===== src/rtl/cal_avg_readout.sv =====
// Drains the calibrator average FIFO into framed packets (header, LEN words, checksum trailer)
// on a valid/ready stream; a 4-entry buffer absorbs the FIFO read latency under backpressure.
module cal_avg_readout #(
    parameter int unsigned DATA_W    = 32,
    parameter int unsigned LEN_W     = 10,
    parameter logic [7:0]  HEADER_ID = 8'hCA,
    parameter int unsigned RD_LAT    = 2,
    parameter int unsigned TIMEOUT   = 1024
) (
    input  logic              clk_i,
    input  logic              reset_n_i,
    input  logic              start_i,
    input  logic [LEN_W-1:0]  len_i,
    output logic              busy_o,
    output logic              done_o,
    output logic              err_underrun_o,
    output logic              fifo_re_o,
    input  logic              fifo_empty_i,
    input  logic [DATA_W-1:0] fifo_q_i,
    output logic [DATA_W-1:0] out_data_o,
    output logic              out_valid_o,
    input  logic              out_ready_i,
    output logic              out_last_o
);
    localparam int unsigned       TO_W     = $clog2(TIMEOUT + 1);
    localparam logic [DATA_W-1:0] PAD_WORD = DATA_W'(32'hDEADBEEF);

    typedef enum logic [2:0] {S_IDLE, S_HDR, S_READ, S_TRL, S_DRAIN} state_e;

    state_e            state_q, state_d;
    logic [LEN_W-1:0]  len_q, len_d;
    logic [LEN_W-1:0]  rem_q, rem_d;
    logic [7:0]        seq_q, seq_d;
    logic [DATA_W-1:0] csum_q, csum_d;
    logic              err_q, err_d;
    logic              pad_q, pad_d;
    logic [TO_W-1:0]   to_cnt_q, to_cnt_d;
    logic [RD_LAT-1:0] pipe_q, pipe_d;

    logic [DATA_W:0]   buf_q [4];
    logic [1:0]        wr_ptr_q, rd_ptr_q;
    logic [2:0]        cnt_q, cnt_d;

    logic [3:0]        in_flight;
    logic              has_room;
    logic              push;
    logic              pop;
    logic              pad_push;
    logic [DATA_W:0]   push_word;
    logic [DATA_W:0]   head;

    always_comb begin
        in_flight = '0;
        for (int i = 0; i < int'(RD_LAT); i++) begin
            in_flight = in_flight + 4'(pipe_q[i]);
        end
    end

    // Room counts reads still in flight so every issued read has a guaranteed slot.
    assign has_room       = ({1'b0, cnt_q} + in_flight) < 4'd4;
    assign head           = buf_q[rd_ptr_q];
    assign out_valid_o    = (cnt_q != 3'd0);
    assign out_data_o     = out_valid_o ? head[DATA_W-1:0] : '0;
    assign out_last_o     = out_valid_o & head[DATA_W];
    assign pop            = out_valid_o & out_ready_i;
    assign fifo_re_o      = (state_q == S_READ) && (rem_q != '0) && !pad_q && !fifo_empty_i && has_room;
    assign pad_push       = (state_q == S_READ) && pad_q && (rem_q != '0) && has_room && (in_flight == 4'd0);
    assign done_o         = (state_q == S_DRAIN) && (cnt_q == 3'd0);
    assign busy_o         = (state_q != S_IDLE) && !done_o;
    assign err_underrun_o = err_q;

    always_comb begin
        // NOTE: every variable gets a default first so no path infers a latch.
        state_d   = state_q;
        len_d     = len_q;
        rem_d     = rem_q;
        seq_d     = seq_q;
        csum_d    = csum_q;
        err_d     = err_q;
        pad_d     = pad_q;
        to_cnt_d  = to_cnt_q;
        push      = 1'b0;
        push_word = '0;
        pipe_d    = pipe_q << 1;
        pipe_d[0] = fifo_re_o;

        case (state_q)
            S_IDLE: begin
                if (start_i) begin
                    state_d  = S_HDR;
                    len_d    = len_i;
                    rem_d    = len_i;
                    csum_d   = '0;
                    err_d    = 1'b0;
                    pad_d    = 1'b0;
                    to_cnt_d = '0;
                end
            end
            S_HDR: begin
                if (has_room) begin
                    push      = 1'b1;
                    push_word = {1'b0, DATA_W'({HEADER_ID, seq_q, 16'(len_q)})};
                    state_d   = S_READ;
                end
            end
            S_READ: begin
                if (pipe_q[RD_LAT-1]) begin
                    push      = 1'b1;
                    push_word = {1'b0, fifo_q_i};
                    csum_d    = csum_q + fifo_q_i;
                end else if (pad_push) begin
                    push      = 1'b1;
                    push_word = {1'b0, PAD_WORD};
                    csum_d    = csum_q + PAD_WORD;
                end
                if (fifo_re_o || pad_push) begin
                    rem_d = rem_q - LEN_W'(1);
                end
                // Starvation watchdog: only consecutive empty cycles count.
                if ((rem_q != '0) && !pad_q) begin
                    if (!fifo_empty_i) begin
                        to_cnt_d = '0;
                    end else if (to_cnt_q == TO_W'(TIMEOUT - 1)) begin
                        pad_d    = 1'b1;
                        err_d    = 1'b1;
                        to_cnt_d = '0;
                    end else begin
                        to_cnt_d = to_cnt_q + TO_W'(1);
                    end
                end
                if ((rem_q == '0) && (in_flight == 4'd0)) begin
                    state_d = S_TRL;
                end
            end
            S_TRL: begin
                if (has_room) begin
                    push      = 1'b1;
                    push_word = {1'b1, csum_q};
                    state_d   = S_DRAIN;
                end
            end
            S_DRAIN: begin
                if (cnt_q == 3'd0) begin
                    state_d = S_IDLE;
                    seq_d   = seq_q + 8'd1;
                end
            end
            default: state_d = S_IDLE;
        endcase

        cnt_d = cnt_q;
        if (push && !pop) begin
            cnt_d = cnt_q + 3'd1;
        end else if (!push && pop) begin
            cnt_d = cnt_q - 3'd1;
        end
    end

    // NOTE: state registers use non-blocking assignments so all flops update together.
    always_ff @(posedge clk_i) begin
        if (!reset_n_i) begin
            state_q  <= S_IDLE;
            len_q    <= '0;
            rem_q    <= '0;
            seq_q    <= '0;
            csum_q   <= '0;
            err_q    <= 1'b0;
            pad_q    <= 1'b0;
            to_cnt_q <= '0;
            pipe_q   <= '0;
            wr_ptr_q <= '0;
            rd_ptr_q <= '0;
            cnt_q    <= '0;
        end else begin
            state_q  <= state_d;
            len_q    <= len_d;
            rem_q    <= rem_d;
            seq_q    <= seq_d;
            csum_q   <= csum_d;
            err_q    <= err_d;
            pad_q    <= pad_d;
            to_cnt_q <= to_cnt_d;
            pipe_q   <= pipe_d;
            cnt_q    <= cnt_d;
            if (push) wr_ptr_q <= wr_ptr_q + 2'd1;
            if (pop)  rd_ptr_q <= rd_ptr_q + 2'd1;
        end
    end

    // NOTE: buffer storage is not reset; the head is gated by occupancy, so stale entries never reach the outputs.
    always_ff @(posedge clk_i) begin
        if (push) buf_q[wr_ptr_q] <= push_word;
    end

endmodule


===== config.mk =====
export PLATFORM = sky130hd
export DESIGN_NAME = cal_avg_readout
export DESIGN_NICKNAME = d
export VERILOG_FILES = /design/src/rtl/cal_avg_readout.sv
export SDC_FILE = /design/constraint.sdc
export NUM_CORES = 1
export LEC_CHECK = 0
export ABC_CLOCK_PERIOD_IN_PS = 10260
export CORE_MARGIN = 4
export CORE_UTILIZATION = 35
export CTS_CLUSTER_DIAMETER = 80
export CTS_CLUSTER_SIZE = 12
export DETAILED_ROUTE_END_ITERATION = 7
export GPL_ROUTABILITY_DRIVEN = 0
export PLACE_DENSITY_LB_ADDON = 0.3
export RECOVER_POWER = 50
export SLEW_MARGIN = 20
export SYNTH_ARGS = -nofsm -noshare
export SYNTH_HDL_FRONTEND = slang
export SYNTH_SLANG_ARGS = --single-unit

===== constraint.sdc =====
create_clock -name clk_i -period 10.26 [get_ports clk_i]
set_clock_uncertainty 0.1 [all_clocks]
set_input_delay 2.052 -clock clk_i [delete_from_list [all_inputs] [get_ports clk_i]]
set_output_delay 2.052 -clock clk_i [all_outputs]
set_load 0.02 [all_outputs]

==> metrics.md, run 1 <==
| Metric | Value |
|---|---|
| H-tree levels | `1` |
| Final hold slack | `357 ps` |
| Critical Path AT | `4120 ps` |
| Skew-Pair Late Insertion Delay | `510 ps` |
| Simple-Gate Fraction of Synth Area | `15.5%` |
| Final ANT Viol Nets | `0` |
| Register area share after synthesis | `52.2%` |
| WP buf/inv | `2` |
| DP Worst Slack | `4550 ps` |
| N_diodes | `0` |
| Relative slew slack | `-55.6%` |
| CP Cell Sequence | `clkbuf_1, nand2_1, nor4_1, clkdlybuf4s50_1` |
| Final Critical Period | `6270 ps` |
| Max_cap viols | `4` |
| Worst-Margin Slew | `2330 ps` |
| Largest family of logic cells by synthesized area | `simple AND/OR/NAND/NOR gates` |
| Sum of negative setup slack | `0 ps` |
| Crit path required time | `8110 ps` |
| Area of the core | `30700 µm²` |
| Syn Std Cell Area | `10900 µm²` |
| Final slew viol count | `139` |
| Die Y | `184 µm` |
| Bufs on Longest Clock Path | `3` |
| Yosys top cell area share | `36.4%` |
| Layout cells sized above 1 | `8.25%` |
| Full die area | `34000 µm²` |
| Fin nets | `1130` |
| Slowest CP cell | `clkbuf_1` |
| Syn_nets | `1054` |
| Asr flop ratio synth | `0%` |
| CTS resizes | `0` |
| Cell variety after synth | `66` |
| TritonCTS clock tree | `built` |
| P_leak | `4.49 nW` |
| Final Hold Viols | `0` |
| Compound-Gate Fraction of Synth Area | `12.5%` |
| Leading area contributor after synthesis | `edfxtp_1` |
| PortBufs | `84` |
| CTS buffer count | `22` |
| Number of remaining DRC errors | `0` |
| Post-CTS setup buffer count | `0` |
| Commonest non-fill, non-tap cell in the layout | `edfxtp_1` |
| Hold Path Class | `flop to flop` |
| Largest net degree at the start of global routing | `39` |
| Maximum vdd drop | `0.0985 mV` |
| First-pass GRT wire length | `41100 µm` |
| Commonest cells after routing, fill and taps aside | `edfxtp_1 (132), nand2_1 (87), dfxtp_1 (85), clkdlybuf4s50_1 (82), a21oi_1 (73)` |
| Violated checks | `capacitance limit, slew limit` |
| Synth Area in Adders | `5.19%` |
| Largest delay share family, worst path | `buffers and inverters` |
| Detailed Routing Iterations Pass 1 | `5` |
| EDFF count, synth | `132` |
| Yosys warning count | `0` |
| Status | `finished, violations left` |
| Hold-fix buffers, CTS | `0` |
| Filler cells | `2905` |
| Clock root buffer | `clkbuf_16` |
| CTS Sinks | `218` |
| DR iter-0 viols | `497` |
| Crit share post-route | `61.1%` |
| Synth Register Bits | `218` |
| Cells after synthesis | `963` |
| PD cells | `210 nW/µm²` |
| Average wire per standard cell | `17.9 µm` |
| Synth top area cells | `edfxtp_1 (36%), dfxtp_1 (16%), mux4_2 (6.8%)` |
| GRT Total Usage | `15.1%` |
| RSZ-0062 raised after global routing | `false` |
| Total Wirelength | `26000 µm` |
| Xor/xnor cell area share of the yosys netlist | `3.45%` |
| Critical path class | `flop to output port` |
| Ports | `85` |
| Main synth FF type | `edfxtp_1` |
| CP endpoint kind | `output port` |
| Vias/cell | `5.19` |
| Vias in the first global route | `7418` |
| Initial Utilization | `35.5%` |
| DP HPWL | `17300 µm` |
| # rows | `64` |
| Worst-path clk slew | `70 ps` |
| Die width | `184 µm` |
| Final setup vio count | `0` |
| Final setup margin | `3990 ps` |
| CP max stage delay | `890 ps` |
| DR vias | `7522` |
| Max Clock Freq | `159 MHz` |
| Worst Setup Start Kind | `flop` |
| Post-Syn Area per Cell | `11.3 µm²` |
| Max FO, Critical Path | `20` |
| Initial antenna violation count | `1` |
| Area Growth Syn to Fin | `17.4%` |
| Total grt overflow | `0` |
| Mux contribution to synthesized area | `8.93%` |
-- cells in the mapped netlist (29+ instances only) --
cell type,count
and2_1,47
nand2_1,87
mux4_2,33
ha_1,42
nor2_1,73
clkbuf_1,37
edfxtp_1,132
a21oi_1,73
nand2b_1,30
dfxtp_1,86
nand3_1,29
o21ai_0,33
-- flip-flops by register name, indices dropped and copies added, names as in the netlist, 3 cells and up, named ones only --
signal and cells:
len_q 10, state_q 3, cnt_q 3, buf_q 132, rem_q 10, seq_q 8
csum_q 32, to_cnt_q 11
-- per-layer routing --
layer	global-route usage (%)	part of all wire, %	up-vias
li1	-	-	3704
met1	22.6	49	3646
met2	23.2	44	142
met3	2.80	5.3	28
met4	2.66	1.3	2
met5	0	0.050	-
-- cells by family (layout without fill, tap and decap cells) --
family | Yosys count | in the layout
muxes | 56 | 56
DFF | 218 | 218
and+or+nand+nor | 333 | 333
xor gates and xnor gates | 43 | 43
buffers and inverters | 65 | 156
AOI/OAI and AO/OA | 204 | 204
adders and majority gates | 44 | 44
-- through the flow --
step / std cells / cell area (µm²) / utilization, % / total power, mW
after floorplan: 963 / 10900 / - / 1.66
after global placement: 1411 / 12200 / 39.7 / 1.97
after global routing: 1450 / 12800 / 41.7 / 2.84
final: 1450 / 12800 / 41.7 / 2.68
after detailed placement: 1411 / 12200 / 39.7 / 1.98
after CTS: 1450 / 12800 / 41.8 / 2.72
-- worst paths after layout --
check / slack, ps / cells after the start / to / startpoint
min: 360 / 2 / len_q[3]$_SDFFE_PN0P_ / len_q[3]$_SDFFE_PN0P_
min reg2reg: 360 / 2 / len_q[3]$_SDFFE_PN0P_ / len_q[3]$_SDFFE_PN0P_
max reg2reg: 4190 / 8 / buf_q[2][16]$_DFFE_PP_ / state_q[1]$_SDFFE_PN0P_
max: 3990 / 4 / fifo_re_o / state_q[1]$_SDFFE_PN0P_
-- power by group --
part / total [mW] / internal (mW) / switching [mW]
sequential: 1.08 / 1.03 / 0.0490
clock: 0.742 / 0.416 / 0.326
combinational: 0.860 / 0.380 / 0.480
-- worst register-to-register path: stages (launching register included) --
cell      delay (ps)
dfxtp_1          750
clkbuf_1         890
clkinv_1         690
nor3_1           380
nand2b_1          90
clkbuf_1         460
nand2_1          420
and2_1           170
clkbuf_1        1660
-- layout make-up --
| type | instances | area [µm²] | share of cell area, % |
|---|---|---|---|
| clock buffers | 37 | 628 | 4.91 |
| repair buffers | 100 | 931 | 7.27 |
| clock inverters | 2 | 13.8 | 0.108 |
| multi-input cells | 680 | 4980 | 38.9 |
| flip-flops and latches | 218 | 5690 | 44.4 |
| well taps | 396 | 495 | 3.87 |
| inverters | 17 | 63.8 | 0.499 |
Note: power is estimated with default switching activity, not from simulation.
==> run 2: changes to the inputs <==
--- a/config.mk
+++ b/config.mk
@@ -5,7 +5,7 @@
 export SDC_FILE = /design/constraint.sdc
 export NUM_CORES = 1
 export LEC_CHECK = 0
-export ABC_CLOCK_PERIOD_IN_PS = 10260
+export ABC_CLOCK_PERIOD_IN_PS = 5890
 export CORE_MARGIN = 4
 export CORE_UTILIZATION = 35
 export CTS_CLUSTER_DIAMETER = 80
==> constraint.sdc (replaced) <==
create_clock -name clk_i -period 5.89 [get_ports clk_i]
set_clock_uncertainty 0.1 [all_clocks]
set_input_delay 1.178 -clock clk_i [delete_from_list [all_inputs] [get_ports clk_i]]
set_output_delay 1.178 -clock clk_i [all_outputs]
set_load 0.02 [all_outputs]
==> run 2 against run 1 <==
  * The flow still finishes with violations (capacitance limit, slew limit)
  * Die area is the same
  * Clock-buffer cell count shrank 1
  * Sequential power increased by 77%
  * Hold slack gained 4.9 ps
  * Routed wire length rose by 0.15%
  * Setup slack worse by 3100 ps
  * Combinational power is 70% higher
  * Cell count is the same
  * Non-clock buffer count is the same
  * Critical path type is now flop to flop
  * Critical endpoint is now to_cnt_q[6]$_SDFFE_PN0P_
==> metrics.md, run 2 (synthesis gave the netlist of run 1 again) <==
| Metric | Value |
|---|---|
| Top Registers | `buf_q x132, csum_q x32, to_cnt_q x11` |
| DP HPWL | `17700 µm (+2.4%)` |
| First-pass GRT wire length | `41400 µm (+0.74%)` |
| Max_cap viols | `3 (-1)` |
| Largest Register | `buf_q` |
| Initial Utilization | `35.5% (unchanged)` |
| H-tree levels | `1 (unchanged)` |
| Commonest non-fill, non-tap cell in the layout | `edfxtp_1` |
| Final core area utilization | `41.9% (+0.15 points)` |
| Final ANT Viol Nets | `0 (unchanged)` |
| Final slew viol count | `103 (-26%)` |
| Hold-fix buffers, CTS | `0 (unchanged)` |
| Skew-Pair Late Insertion Delay | `500 ps (about the same)` |
| Largest register FFs | `132 (unchanged)` |
| Max Clock Freq | `198 MHz` |
| Ports | `85 (unchanged)` |
| Hold Path Class | `flop to flop` |
| Area of the core | `30700 µm² (unchanged)` |
| Crit share post-route | `85.7%` |
| Layout cells sized above 1 | `8.63% (+0.38 points)` |
| Number of remaining DRC errors | `0 (unchanged)` |
| Final Critical Period | `5050 ps` |
| Filler cells | `2920 (+0.52%)` |
| Final setup vio count | `0 (unchanged)` |
| RSZ-0062 raised after global routing | `false` |
| Worst-Margin Slew | `2660 ps (+326 ps)` |
| GRT Total Usage | `15.2% (+0.12 points)` |
| Critical path class | `flop to flop` |
| N_diodes | `0 (unchanged)` |
| PD cells | `366 nW/µm² (+74%)` |
| DR iter-0 viols | `541 (+8.9%)` |
| Sum of negative setup slack | `0 ps (unchanged)` |
| Vias in the first global route | `7490 (+0.97%)` |
| Violated checks | `capacitance limit, slew limit` |
| P_leak | `4.53 nW (+0.86%)` |
| Worst Setup Start Kind | `flop` |
| Detailed Routing Iterations Pass 1 | `7 (+2)` |
| Vias/cell | `5.24 (+1.1%)` |
| Largest net degree at the start of global routing | `57 (+46%)` |
| Critical Path AT | `5320 ps (+1200 ps)` |
| Reg area | `5690 µm² (unchanged)` |
| Status | `finished, violations left` |
| Crit path required time | `6160 ps (-1950 ps)` |
| Die width | `184 µm (unchanged)` |
| CTS buffer count | `22 (unchanged)` |
| CP endpoint kind | `flop` |
| Total grt overflow | `0 (unchanged)` |
| Commonest cells after routing, fill and taps aside | `edfxtp_1 (132), nand2_1 (87), dfxtp_1 (85), clkdlybuf4s50_1 (80), a21oi_1 (73)` |
| Max FO, Critical Path | `19 (-5.0%)` |
| # rows | `64 (unchanged)` |
| Area Growth Syn to Fin | `17.8%` |
| Bufs on Longest Clock Path | `3 (unchanged)` |
| Total Wirelength | `26000 µm (+0.15%)` |
| PortBufs | `84 (unchanged)` |
| Initial antenna violation count | `2 (+1)` |
| Full die area | `34000 µm² (unchanged)` |
| CTS resizes | `0 (unchanged)` |
| Worst-path clk slew | `60 ps (about the same)` |
| Relative slew slack | `-77.4% (-22 points)` |
| Maximum vdd drop | `0.199 mV (+100%)` |
| CTS Sinks | `218 (unchanged)` |
| Final Hold Viols | `0 (unchanged)` |
| Average wire per standard cell | `17.9 µm (+0.15%)` |
| DR vias | `7603 (+1.1%)` |
| Die Y | `184 µm (unchanged)` |
| Multi-input logic area | `4990 µm² (+0.18%)` |
| Fin nets | `1130 (unchanged)` |
| Clock root buffer | `clkbuf_16` |
| Final hold slack | `361 ps (+4.88 ps)` |
| TritonCTS clock tree | `built` |
| Post-CTS setup buffer count | `0 (unchanged)` |
## run 2: critical path: stages (launching register included)
cell      delay (ps)
dfxtp_1          470
clkbuf_1        1180
clkinv_1         790
nor3_1           430
clkbuf_1         940
nand2_1          190
or3_1            400
nor2_1           120
nor2_1            50
a311oi_1         250
## run 2: final timing paths
kind                            from                  endpoint  slack, ps  cells past startpoint
max          state_q[1]$_SDFFE_PN0P_  to_cnt_q[6]$_SDFFE_PN0P_        840                      9
min            len_q[4]$_SDFFE_PN0P_     len_q[4]$_SDFFE_PN0P_        360                      2
max reg2reg  state_q[1]$_SDFFE_PN0P_  to_cnt_q[6]$_SDFFE_PN0P_        840                      9
min reg2reg    len_q[4]$_SDFFE_PN0P_     len_q[4]$_SDFFE_PN0P_        360                      2
## run 2: layout make-up
class / count / area share (%)
repair buffers: 100 / 7.37
multi-input cells: 680 / 38.8
inverters: 17 / 0.497
well taps: 396 / 3.86
flip-flops and latches: 218 / 44.3
clock inverters: 3 / 0.312
clock buffers: 36 / 4.86
## run 2: power by group
| part | leakage, nW | switching, mW | total (mW) | internal (mW) |
|---|---|---|---|---|
| Combinational | 2.29 | 0.796 | 1.46 | 0.666 |
| Clock | 0.321 | 0.558 | 1.32 | 0.766 |
| Sequential | 1.92 | 0.115 | 1.91 | 1.80 |
## run 2: per-layer routing
metal  global-route usage [%]  vias to the layer above  part of all wire [%]
li1                         -                     3692                     -
met1                     22.3                     3711                    47
met4                     2.81                        4                   1.4
met5                        0                        -                  0.10
met2                     24.0                      164                    45
met3                     2.61                       32                   6.1
## run 2: stage by stage
stage / std cells / total power, mW / instance area (µm²) / worst slack, ps
floorplan: 963 / 2.88 / 10900 / 2120
global route: 1450 / 4.97 / 12800 / 495
detailed placement: 1411 / 3.44 / 12200 / 1270
finish: 1450 / 4.70 / 12800 / 842
CTS: 1450 / 4.77 / 12800 / 1100
global placement: 1411 / 3.43 / 12200 / 1330
